===== src/rtl/cache_ctrl_assoc_if.sv =====
// ---------------------------------------------------------------------------
// cache_ctrl_assoc_if
// Bundles the request, array-status, memory-status and control-output signals
// of the associative cache controller.
//   slave  : the controller (takes requests/status, drives array/memory strobes)
//   master : the CPU / array / memory side that drives requests and status
// Signals:
//   rd, wr, index          CPU request and set index
//   hit, valid, dirty      per-way status of the addressed set
//   mem_stall, cache_err,  memory back-pressure and error inputs
//   mem_err
//   comp, way_sel,         array control (compare mode, one-hot way, word)
//   word_sel, cache_wr
//   mem_rd, mem_wr         memory requests
//   stall, done, hit_out,  CPU-side status
//   err
// ---------------------------------------------------------------------------
interface cache_ctrl_assoc_if #(
    parameter int WAYS    = 2,
    parameter int WORDS   = 4,
    parameter int INDEX_W = 8
);
    localparam int WORD_W = $clog2(WORDS);

    logic               rd;
    logic               wr;
    logic [INDEX_W-1:0] index;
    logic [WAYS-1:0]    hit;
    logic [WAYS-1:0]    valid;
    logic [WAYS-1:0]    dirty;
    logic               mem_stall;
    logic               cache_err;
    logic               mem_err;

    logic               comp;
    logic [WAYS-1:0]    way_sel;
    logic [WORD_W-1:0]  word_sel;
    logic               cache_wr;
    logic               mem_rd;
    logic               mem_wr;
    logic               stall;
    logic               done;
    logic               hit_out;
    logic               err;

    modport slave (
        input  rd, wr, index, hit, valid, dirty, mem_stall, cache_err, mem_err,
        output comp, way_sel, word_sel, cache_wr, mem_rd, mem_wr,
               stall, done, hit_out, err
    );

    modport master (
        output rd, wr, index, hit, valid, dirty, mem_stall, cache_err, mem_err,
        input  comp, way_sel, word_sel, cache_wr, mem_rd, mem_wr,
               stall, done, hit_out, err
    );
endinterface


===== src/rtl/cache_ctrl_assoc.sv =====
// ---------------------------------------------------------------------------
// cache_ctrl_assoc
// Control FSM for a 1- or 2-way write-back, write-allocate cache with
// multi-word lines. Compares tags, picks a victim (first invalid way, else
// per-set LRU), writes back a dirty victim, fills the line through a
// pipelined memory with fixed read latency, then retries the access.
// Ports:
//   clk  in  rising-edge clock
//   rst  in  asynchronous active-high reset
//   bus  cache_ctrl_assoc_if.slave  request/status in, array/memory strobes out
// ---------------------------------------------------------------------------
module cache_ctrl_assoc #(
    parameter int WAYS    = 2,
    parameter int WORDS   = 4,
    parameter int MEM_LAT = 4,
    parameter int INDEX_W = 8
) (
    input  logic              clk,
    input  logic              rst,
    cache_ctrl_assoc_if.slave bus
);
    localparam int WORD_W = $clog2(WORDS);
    localparam int CNT_W  = WORD_W + 1;
    localparam logic [CNT_W-1:0] C_WORDS = CNT_W'(WORDS);
    localparam logic [CNT_W-1:0] C_LAST  = CNT_W'(WORDS - 1);
    localparam logic [CNT_W-1:0] C_ONE   = CNT_W'(1);

    typedef enum logic [2:0] {
        S_IDLE, S_CMP, S_WB, S_FILL, S_RETRY, S_ERR
    } state_t;

    state_t             r_state, w_state_next;
    logic [CNT_W-1:0]   r_wcnt, r_icnt, r_rcnt;
    logic [CNT_W-1:0]   w_wcnt_next, w_icnt_next, w_rcnt_next;
    logic               w_cnt_clr;
    logic [WAYS-1:0]    r_victim, w_victim_next, w_victim, w_hv;
    logic               w_victim_dirty;
    logic [MEM_LAT-1:0] r_pipe;
    logic [MEM_LAT:0]   w_pipe_ext;
    logic               w_rd_accept;
    logic               w_fault;
    logic               w_lru_we, w_lru_from_victim;

    logic               w_comp, w_cache_wr, w_mem_rd, w_mem_wr;
    logic               w_done, w_hit_out, w_err;
    logic [WAYS-1:0]    w_way_sel;
    logic [WORD_W-1:0]  w_word_sel;

    assign w_hv           = bus.hit & bus.valid;
    assign w_fault        = bus.cache_err | bus.mem_err;
    assign w_victim_dirty = |(w_victim & bus.valid & bus.dirty);
    // Bit k of the pipe marks a read accepted k+1 cycles ago; the top bit is
    // the read whose data is on the memory bus this cycle.
    assign w_pipe_ext     = {r_pipe, w_rd_accept};

    // Victim choice and per-set LRU. The LRU bit names the way to evict next.
    generate
        if (WAYS == 2) begin : g_lru
            logic [(2**INDEX_W)-1:0] r_lru;

            assign w_victim = !bus.valid[0] ? 2'b01 :
                              !bus.valid[1] ? 2'b10 :
                              (r_lru[bus.index] ? 2'b10 : 2'b01);

            always_ff @(posedge clk or posedge rst) begin
                if (rst) begin
                    r_lru <= '0;
                end else if (w_lru_we) begin
                    // Point LRU at the way that was not just used.
                    r_lru[bus.index] <= w_lru_from_victim ? ~r_victim[1] : ~w_hv[1];
                end
            end
        end else begin : g_dm
            assign w_victim = '1;
        end
    endgenerate

    always_comb begin
        w_state_next      = r_state;
        w_wcnt_next       = r_wcnt;
        w_icnt_next       = r_icnt;
        w_rcnt_next       = r_rcnt;
        w_cnt_clr         = 1'b0;
        w_victim_next     = r_victim;
        w_rd_accept       = 1'b0;
        w_lru_we          = 1'b0;
        w_lru_from_victim = 1'b0;
        w_comp            = 1'b0;
        w_way_sel         = '0;
        w_word_sel        = '0;
        w_cache_wr        = 1'b0;
        w_mem_rd          = 1'b0;
        w_mem_wr          = 1'b0;
        w_done            = 1'b0;
        w_hit_out         = 1'b0;
        w_err             = 1'b0;

        unique case (r_state)
            S_IDLE: begin
                if (bus.rd | bus.wr) w_state_next = S_CMP;
            end

            // An error cycle drives no strobes; the error completion follows in S_ERR.
            S_CMP: begin
                if (w_fault) begin
                    w_state_next = S_ERR;
                end else begin
                    w_comp = 1'b1;
                    if (|w_hv) begin
                        w_way_sel    = w_hv;
                        w_cache_wr   = bus.wr;
                        w_done       = 1'b1;
                        w_hit_out    = 1'b1;
                        w_lru_we     = 1'b1;
                        w_state_next = S_IDLE;
                    end else begin
                        w_victim_next = w_victim;
                        w_cnt_clr     = 1'b1;
                        w_state_next  = w_victim_dirty ? S_WB : S_FILL;
                    end
                end
            end

            S_WB: begin
                if (w_fault) begin
                    w_state_next = S_ERR;
                end else begin
                    w_way_sel  = r_victim;
                    w_word_sel = r_wcnt[WORD_W-1:0];
                    w_mem_wr   = 1'b1;
                    if (!bus.mem_stall) begin
                        if (r_wcnt == C_LAST) begin
                            w_cnt_clr    = 1'b1;
                            w_state_next = S_FILL;
                        end else begin
                            w_wcnt_next = r_wcnt + C_ONE;
                        end
                    end
                end
            end

            // Issue and return run concurrently; word_sel tracks the return side.
            S_FILL: begin
                if (w_fault) begin
                    w_state_next = S_ERR;
                end else begin
                    w_way_sel   = r_victim;
                    w_word_sel  = r_rcnt[WORD_W-1:0];
                    w_mem_rd    = (r_icnt < C_WORDS);
                    w_rd_accept = w_mem_rd & ~bus.mem_stall;
                    if (w_rd_accept) w_icnt_next = r_icnt + C_ONE;
                    if (r_pipe[MEM_LAT-1]) begin
                        w_cache_wr  = 1'b1;
                        w_rcnt_next = r_rcnt + C_ONE;
                    end
                    if (r_rcnt == C_WORDS) w_state_next = S_RETRY;
                end
            end

            S_RETRY: begin
                if (w_fault) begin
                    w_state_next = S_ERR;
                end else begin
                    w_comp            = 1'b1;
                    w_way_sel         = w_hv;
                    w_cache_wr        = bus.wr;
                    w_done            = 1'b1;
                    w_lru_we          = 1'b1;
                    w_lru_from_victim = 1'b1;
                    w_state_next      = S_IDLE;
                end
            end

            S_ERR: begin
                w_done       = 1'b1;
                w_err        = 1'b1;
                w_state_next = S_IDLE;
            end

            default: w_state_next = S_IDLE;
        endcase
    end

    always_ff @(posedge clk or posedge rst) begin
        if (rst) begin
            r_state  <= S_IDLE;
            r_wcnt   <= '0;
            r_icnt   <= '0;
            r_rcnt   <= '0;
            r_victim <= '0;
            r_pipe   <= '0;
        end else begin
            r_state  <= w_state_next;
            r_victim <= w_victim_next;
            if (w_cnt_clr) begin
                // Entering WB or FILL: restart counters and drop any stale returns.
                r_wcnt <= '0;
                r_icnt <= '0;
                r_rcnt <= '0;
                r_pipe <= '0;
            end else begin
                r_wcnt <= w_wcnt_next;
                r_icnt <= w_icnt_next;
                r_rcnt <= w_rcnt_next;
                r_pipe <= w_pipe_ext[MEM_LAT-1:0];
            end
        end
    end

    assign bus.comp     = w_comp;
    assign bus.way_sel  = w_way_sel;
    assign bus.word_sel = w_word_sel;
    assign bus.cache_wr = w_cache_wr;
    assign bus.mem_rd   = w_mem_rd;
    assign bus.mem_wr   = w_mem_wr;
    assign bus.done     = w_done;
    assign bus.hit_out  = w_hit_out;
    assign bus.err      = w_err;
    assign bus.stall    = (r_state != S_IDLE) & ~w_done;
endmodule


===== src/flat_wrapper.sv =====
// flat-port wrapper written by rule: the top's interface ports become plain ports
module cache_ctrl_assoc_flat 
#(
    parameter int WAYS    = 2,
    parameter int WORDS   = 4,
    parameter int MEM_LAT = 4,
    parameter int INDEX_W = 8
)
  (clk, rst, bus_rd, bus_wr, bus_index, bus_hit, bus_valid, bus_dirty, bus_mem_stall, bus_cache_err, bus_mem_err, bus_comp, bus_way_sel, bus_word_sel, bus_cache_wr, bus_mem_rd, bus_mem_wr, bus_stall, bus_done, bus_hit_out, bus_err);
  cache_ctrl_assoc_if #(.WAYS(WAYS), .WORDS(WORDS), .INDEX_W(INDEX_W)) bus_i ();
  input  logic clk;
  input  logic rst;
  input wire logic [$bits(bus_i.rd)-1:0] bus_rd;
  input wire logic [$bits(bus_i.wr)-1:0] bus_wr;
  input wire logic [$bits(bus_i.index)-1:0] bus_index;
  input wire logic [$bits(bus_i.hit)-1:0] bus_hit;
  input wire logic [$bits(bus_i.valid)-1:0] bus_valid;
  input wire logic [$bits(bus_i.dirty)-1:0] bus_dirty;
  input wire logic [$bits(bus_i.mem_stall)-1:0] bus_mem_stall;
  input wire logic [$bits(bus_i.cache_err)-1:0] bus_cache_err;
  input wire logic [$bits(bus_i.mem_err)-1:0] bus_mem_err;
  output wire logic [$bits(bus_i.comp)-1:0] bus_comp;
  output wire logic [$bits(bus_i.way_sel)-1:0] bus_way_sel;
  output wire logic [$bits(bus_i.word_sel)-1:0] bus_word_sel;
  output wire logic [$bits(bus_i.cache_wr)-1:0] bus_cache_wr;
  output wire logic [$bits(bus_i.mem_rd)-1:0] bus_mem_rd;
  output wire logic [$bits(bus_i.mem_wr)-1:0] bus_mem_wr;
  output wire logic [$bits(bus_i.stall)-1:0] bus_stall;
  output wire logic [$bits(bus_i.done)-1:0] bus_done;
  output wire logic [$bits(bus_i.hit_out)-1:0] bus_hit_out;
  output wire logic [$bits(bus_i.err)-1:0] bus_err;
  assign bus_i.rd = bus_rd;
  assign bus_i.wr = bus_wr;
  assign bus_i.index = bus_index;
  assign bus_i.hit = bus_hit;
  assign bus_i.valid = bus_valid;
  assign bus_i.dirty = bus_dirty;
  assign bus_i.mem_stall = bus_mem_stall;
  assign bus_i.cache_err = bus_cache_err;
  assign bus_i.mem_err = bus_mem_err;
  assign bus_comp = bus_i.comp;
  assign bus_way_sel = bus_i.way_sel;
  assign bus_word_sel = bus_i.word_sel;
  assign bus_cache_wr = bus_i.cache_wr;
  assign bus_mem_rd = bus_i.mem_rd;
  assign bus_mem_wr = bus_i.mem_wr;
  assign bus_stall = bus_i.stall;
  assign bus_done = bus_i.done;
  assign bus_hit_out = bus_i.hit_out;
  assign bus_err = bus_i.err;
  cache_ctrl_assoc #(.WAYS(WAYS), .WORDS(WORDS), .MEM_LAT(MEM_LAT), .INDEX_W(INDEX_W)) u_core (.clk(clk), .rst(rst), .bus(bus_i));
endmodule

===== config.mk =====
export PLATFORM = sky130hd
export DESIGN_NAME = cache_ctrl_assoc_flat
export DESIGN_NICKNAME = d
export VERILOG_FILES = /design/src/rtl/cache_ctrl_assoc_if.sv /design/src/rtl/cache_ctrl_assoc.sv /design/src/flat_wrapper.sv
export SDC_FILE = /design/constraint.sdc
export NUM_CORES = 1
export LEC_CHECK = 0
export ABC_CLOCK_PERIOD_IN_PS = 22400
export BUFFER_PORTS_ARGS = -buffer_cell sky130_fd_sc_hd__buf_2
export CAP_MARGIN = 20
export CORE_ASPECT_RATIO = 1.75
export CORE_MARGIN = 2
export CORE_UTILIZATION = 31
export CTS_CLUSTER_DIAMETER = 200
export DETAILED_ROUTE_END_ITERATION = 10
export PLACE_DENSITY = 0.56
export SYNTH_ARGS = -nofsm -noshare
export SYNTH_HDL_FRONTEND = slang
export SYNTH_SLANG_ARGS = --single-unit

===== constraint.sdc =====
create_clock -name clk -period 22.4 [get_ports clk]
set_input_delay 3.36 -clock clk [delete_from_list [all_inputs] [get_ports clk]]
set_output_delay 3.36 -clock clk [all_outputs]
set_load 0.05 [all_outputs]

==> metrics.cfg, run 1 <==
[status]
outcome = finished, final reports clean

[pwr]
p_switching_mw = 0.303
leakagePower_nw = 6.21
power_frac_comb_pct = 12.3
intPower_mw = 0.812
power.share.clock_pct = 40.4
ir_drop_v = 0.0000433
p_sw_share_pct = 27.2
p_per_area_nw_per_um2 = 73.8
power_frac_seq_pct = 47.3

[timing]
fin_crit_sh_pct = 36.5
layout_min_cycle_time_ns = 8.17
finalSetupViolations = 0
finalHoldViolCount = 0
fmax_mhz = 122
worst_pin_slew_ns = 1.09
slew_headroom_pct = 27.5
rsz0062_at_grt = no
final-max-slew-violation-count = 0
fin_skew_ns = 0.0186
setup_tns_ns = 0

[synth]
synth_area_leaders = dfrtp_1 (50%), o31ai_1 (14%), o21ai_0 (9.4%)
synth.avg_cell_area_um2 = 10.8
synth_cells = 1261
synth-xor-area-share_pct = 0.192
synth_cell_types = 61
yosysTopAreaCell = dfrtp_1
ys_ff_latch = 274
synth_edf_count = 0
async_flop_share_pct = 100
synth_top_area_share_pct = 50.1
post-synth-top-count-cell = dfrtp_1
synthMuxAreaShare_pct = 12.2
synth-compound-area-share_pct = 25.9
ys.flop_type = dfrtp_1
syn_nets = 1287
synth_fa_ha_area_share_pct = 0.458
synth-seq-area-share_pct = 50.1
synth_warnings = 0
synth_simple_gate_area_share_pct = 6.21
synth_common_cells = dfrtp_1 (274), o21ai_0 (256), o31ai_1 (249)
synth_top_family_by_area = compound AO/OA/AOI/OAI gates
synth.cell_area_um2 = 13700

[cts]
cts_resized = 0
path_clk_slew_ns = 0.07
postCtsHoldBufs = 0
clock-sinks = 274
post_cts_buffers = 0
clockBufferDepth = 3
root_buffer = clkbuf_16
clk_latency_ns = 0.54
cts_tree = done
cts_max_level = 1
numCtsBuffers = 25

[worst_setup_path]
crit_slowest_cell = nor4_2
critPathMaxFanout = 8
worst_setup_path_start_kind = input pin
end_kind = output pin
path_cells = buf_2 -> or2_1 -> nor4_2 -> nand2_1 -> o21ai_0 -> buf_2
cp-startpoint = bus_mem_err
worst_path_most_repeated_cell = buf_2
arrival_ns = 4.81
path_class = in2out
required_ns = 19.04
regToRegEndpoint = u_core.g_lru.r_lru[178]
r2r_cells = 8
reg2reg_from = u_core.r_state[1]
critPathBufInv = 2
ff2ff_setup_slack_ns = 18.81
critical-path-top-delay-family = simple AND/OR/NAND/NOR gates
cp_slowest_stage_delay_ns = 0.54

[placed_design]
hpwl_mm = 22.2
io_buffers = 32
post_dp_cell_area_um2 = 14100
gp_congestion = 0.833

[floorplanning]
die_y_um = 282
die_w_um = 163
initial_utilization_pct = 31.5
io_pins = 33
dieArea_um2 = 45900
rows = 101
core_area_um2 = 43500

[grt]
grt_pass1_vias = 9926
gr-total-overflow = 0
grt_pass1_wl_mm = 58.4
grt_max_degree = 149
antenna_found_initial = 3
grt_use_total_pct = 16.3

[detailed_routing]
detail-route-antenna-nets = 0
totalWireLength_mm = 36.8
drcViolationCount = 0
avgRoutedWirePerCell_um = 20.6
firstDrtPassIters = 7
drt_iter0_drc = 699
via_count = 10000
viasPerCell = 5.63

[cells_and_area]
finish.utilization_pct = 34.7
syn_to_final_growth_pct = 10.4
drive_above_1_share_pct = 14.5
num-nets-final = 1225
fin_area_um2 = 15100
n_fill_cell = 4389

[min_path]
min_from = u_core.r_pipe[1]
holdPathStages = 1
holdPathEnd = u_core.r_pipe[2]
hold_path_class = reg2reg

[job]
maxCapViolations = 0

metal layers:
layer / vias up / wire length [um] / global-route usage (%) / share of wire [%]
met2: 191 / 19300 / 29.8 / 52
met5: - / 23 / 0 / 0.063
met4: 4 / 1270 / 6.44 / 3.4
li1: 4721 / - / - / -
met3: 65 / 1330 / 1.90 / 3.6
met1: 5056 / 14900 / 19.3 / 40
final cells by class:
type	count	area, um^2	area share, %
flip-flops and latches	274	6860	45.4
multi-input cells	822	6160	40.8
clock buffers	34	709	4.70
well taps	566	708	4.69
repair buffers	64	478	3.17
clock inverters	11	138	0.911
inverters	12	52.6	0.348
diodes	1	2.50	0.0166
power groups by stage:
stage | logic (mW) | clock network, mW | registers, mW
floorplan | 0.106 | 0 | 0.530
global placement | 0.134 | 0 | 0.536
detailed placement | 0.136 | 0 | 0.536
CTS | 0.136 | 0.464 | 0.527
global route | 0.151 | 0.480 | 0.529
finish | 0.137 | 0.451 | 0.527
worst max path at each step:
stage	cells after the start	slack (ns)	endpoint
6_report	6	14.23	bus_word_sel[0]
5_1_grt	6	14.04	bus_word_sel[1]
4_1_cts	6	14.20	bus_word_sel[0]
3_5_place_dp	6	14.19	bus_word_sel[0]
3_3_place_gp	6	14.25	bus_word_sel[1]
2_1_floorplan	1	11.49	u_core.g_lru.r_lru[0]
cell families after synthesis:
| logic type | after synthesis |
|---|---|
| flip-flops | 274 |
| XOR/XNOR | 3 |
| AO/OA/AOI/OAI | 558 |
| AND/OR/NAND/NOR | 170 |
| adder cells (fa/ha/maj) | 5 |
| buffers and inverters | 165 |
| multiplexers | 86 |
state kept, by name (all words and copies together) (netlist names):
register / cells
u_core.r_victim: 2
u_core.r_pipe: 4
u_core.r_rcnt: 3
u_core.r_state: 3
u_core.r_wcnt: 3
u_core.r_icnt: 3
u_core.g_lru.r_lru: 256
per-stage QoR:
| stage | total power [mW] | hold slack (ns) | setup slack (ns) | std cells |
|---|---|---|---|---|
| 6_report | 1.11 | 0.457 | 14.23 | 1784 |
| 5_1_grt | 1.16 | 0.488 | 14.04 | 1783 |
| 4_1_cts | 1.13 | 0.460 | 14.20 | 1778 |
| 3_5_place_dp | 0.672 | 0.441 | 14.19 | 1733 |
| 3_3_place_gp | 0.670 | 0.447 | 14.25 | 1733 |
| 2_1_floorplan | 0.637 | 0.428 | 11.49 | 1261 |
cell usage in the layout (no fill, tap or decap), types with 4 or more instances in the layout:
cell       count
nor2b_1       12
ha_1           5
mux2i_1       17
inv_1          9
or2_2          4
o21ai_0      256
clkbuf_8       5
mux2_2         8
a21oi_1       12
nor4_1         5
buf_2         31
mux4_2        53
clkinv_2       5
and2_1         5
mux4_1         8
nand3_1       20
clkbuf_16     25
dfrtp_1      274
nand4_1        6
a22oi_1       11
and3_1         4
o31ai_1      249
nand2_1       56
buf_4         28
nor3_1         9
nor2_1        34
clkbuf_1       4
No activity file was read; power rests on OpenSTA's default activity.
==> run 2: changes to the inputs <==
ABC_CLOCK_PERIOD_IN_PS = 7900   (was 22400)
clock period = 7.9 ns   (was 22.4 ns; I/O delays follow)
==> run 2 against run 1 <==
  * Die area did not move
  * Critical endpoint is now u_core.r_state[0]
  * Hold slack got worse by 0.0012 ns
  * Power rose to 2.9 times the previous value
  * Global-route usage fell by 0.12 points
  * Highest routed layer unchanged
  * Cell count did not move
  * Register-to-register slack got worse by 14 ns
  * Critical path type is now in2reg
==> metrics.cfg, run 2 (synthesized netlist as in run 1, its figures left out) <==
[status]
outcome = finished, final reports clean

[timing]
fin_ws_ns = 3.68
fin_skew_ns = 0.00794
worst_pin_slew_ns = 1.05
finalSetupViolations = 0
slew_headroom_pct = 29.9
layout_min_cycle_time_ns = 4.22
fin_crit_sh_pct = 53.4
rsz0062_at_grt = no
fmax_mhz = 237
setup_tns_ns = 0
finalHoldViolCount = 0
hold_slack_ns = 0.456
final-max-slew-violation-count = 0

[cts]
postCtsHoldBufs = 0
path_clk_slew_ns = 0.06
clockBufferDepth = 3
post_cts_buffers = 0
cts_max_level = 1
clk_latency_ns = 0.55
cts_resized = 0
numCtsBuffers = 26
cts_tree = done
root_buffer = clkbuf_16
clock-sinks = 274

[detailed_routing]
viasPerCell = 5.56
drt_iter0_drc = 894
drcViolationCount = 0
via_count = 9925
detail-route-antenna-nets = 0
avgRoutedWirePerCell_um = 20.4
firstDrtPassIters = 5
totalWireLength_mm = 36.4

[floorplanning]
initial_utilization_pct = 31.5
dieArea_um2 = 45900
die_w_um = 163
rows = 101
io_pins = 33
core_area_um2 = 43500
die_y_um = 282

[worst_setup_path]
required_ns = 8.33
worst_setup_path_start_kind = input pin
end_kind = register
critPathMaxFanout = 38
arrival_ns = 4.65
path_class = in2reg

[pwr]
power_frac_seq_pct = 46.1
power.share.clock_pct = 42.2
leakagePower_nw = 6.23
p_total_mw = 3.25
p_sw_share_pct = 27.0
ir_drop_v = 0.000114
p_switching_mw = 0.876
intPower_mw = 2.37
power_frac_comb_pct = 11.7
p_per_area_nw_per_um2 = 214

[cells_and_area]
final_cell_mix = dfrtp_1 (274), o21ai_0 (256), o31ai_1 (249)
n_fill_cell = 4358
final_common_cell = dfrtp_1
reg_top3 = u_core.g_lru.r_lru: 256 flops, u_core.r_pipe: 4 flops
largest_reg_flops = 256
largest_register = u_core.g_lru.r_lru
num-nets-final = 1223
syn_to_final_growth_pct = 10.8
final_cells = 1784
drive_above_1_share_pct = 14.9

[grt]
grt_use_total_pct = 16.1
antenna_found_initial = 3
grt_max_degree = 193
grt_pass1_vias = 10000
grt_pass1_wl_mm = 58.6
gr-total-overflow = 0

[placed_design]
gp_congestion = 0.814
dp_cells = 1733
hpwl_mm = 22.1
place_worst_setup_slack_ns = 3.07
io_buffers = 32

[min_path]
hold_path_class = reg2reg

[job]
maxCapViolations = 0

==> run 2: changes by cell type in the layout (fill, tap and decap cells not counted), moves of 2 or more <==
cell | previous run | this run
buf_4 | 28 | 26
buf_12 | 0 | 2
clkbuf_8 | 5 | 8
buf_8 | 2 | 0
clkbuf_16 | 25 | 27
buf_16 | 3 | 1
clkbuf_1 | 4 | 1
==> run 2: stage by stage <==
| step | util [%] | area [um^2] |
|---|---|---|
| 6_report | 34.9 | 15200 |
| 5_1_grt | 34.9 | 15200 |
| 4_1_cts | 34.8 | 15100 |
| 3_5_place_dp | 32.6 | 14200 |
| 3_3_place_gp | 32.6 | 14200 |
| 2_1_floorplan | - | 13700 |
==> run 2: cell type report <==
cell class	count	area [um^2]	area share (%)
well taps	566	708	4.67
repair buffers	61	429	2.83
clock buffers	36	790	5.21
inverters	12	48.8	0.322
clock inverters	12	155	1.02
diodes	1	2.50	0.0165
multi-input cells	822	6160	40.7
flip-flops and latches	274	6860	45.3
==> run 2: path summary, 6_finish.rpt <==
check                                        from                       to  slack (ns)  cells after the start
worst min register to register   u_core.r_pipe[0]         u_core.r_pipe[1]        0.46                      1
worst min-delay path             u_core.r_pipe[0]         u_core.r_pipe[1]        0.46                      1
max in group asynchronous                     rst  u_core.g_lru.r_lru[237]        5.61                      4
worst max-delay path                 bus_index[0]        u_core.r_state[0]        3.68                      9
min in group asynchronous                     rst  u_core.g_lru.r_lru[128]        0.85                      3
worst max register to register  u_core.r_state[2]  u_core.g_lru.r_lru[235]        4.51                      7
==> run 2: routing by layer <==
| metal | vias to the layer above | wire [um] | global-route usage, % |
|---|---|---|---|
| met5 | - | 26 | 0 |
| met4 | 4 | 984 | 5.17 |
| met3 | 48 | 1150 | 1.77 |
| met2 | 169 | 18900 | 29.0 |
| met1 | 4986 | 15400 | 20.2 |
| li1 | 4718 | - | - |
==> run 2: power by group through the flow <==
stage / Sequential (mW) / Combinational, mW / Clock (mW)
global placement: 1.52 / 0.377 / 0
finish: 1.50 / 0.381 / 1.37
CTS: 1.49 / 0.384 / 1.41
global route: 1.50 / 0.420 / 1.45
floorplan: 1.50 / 0.302 / 0
detailed placement: 1.52 / 0.384 / 0
==> run 2: critical path, stage by stage <==
cell and delay (ns):
buf_4 0.58, buf_4 0.53, mux4_2 0.56, a221oi_1 0.34, nor2_1 0.10, o41ai_1 0.43, nand4_1 0.21, or4_1 0.53
o211a_1 0.14
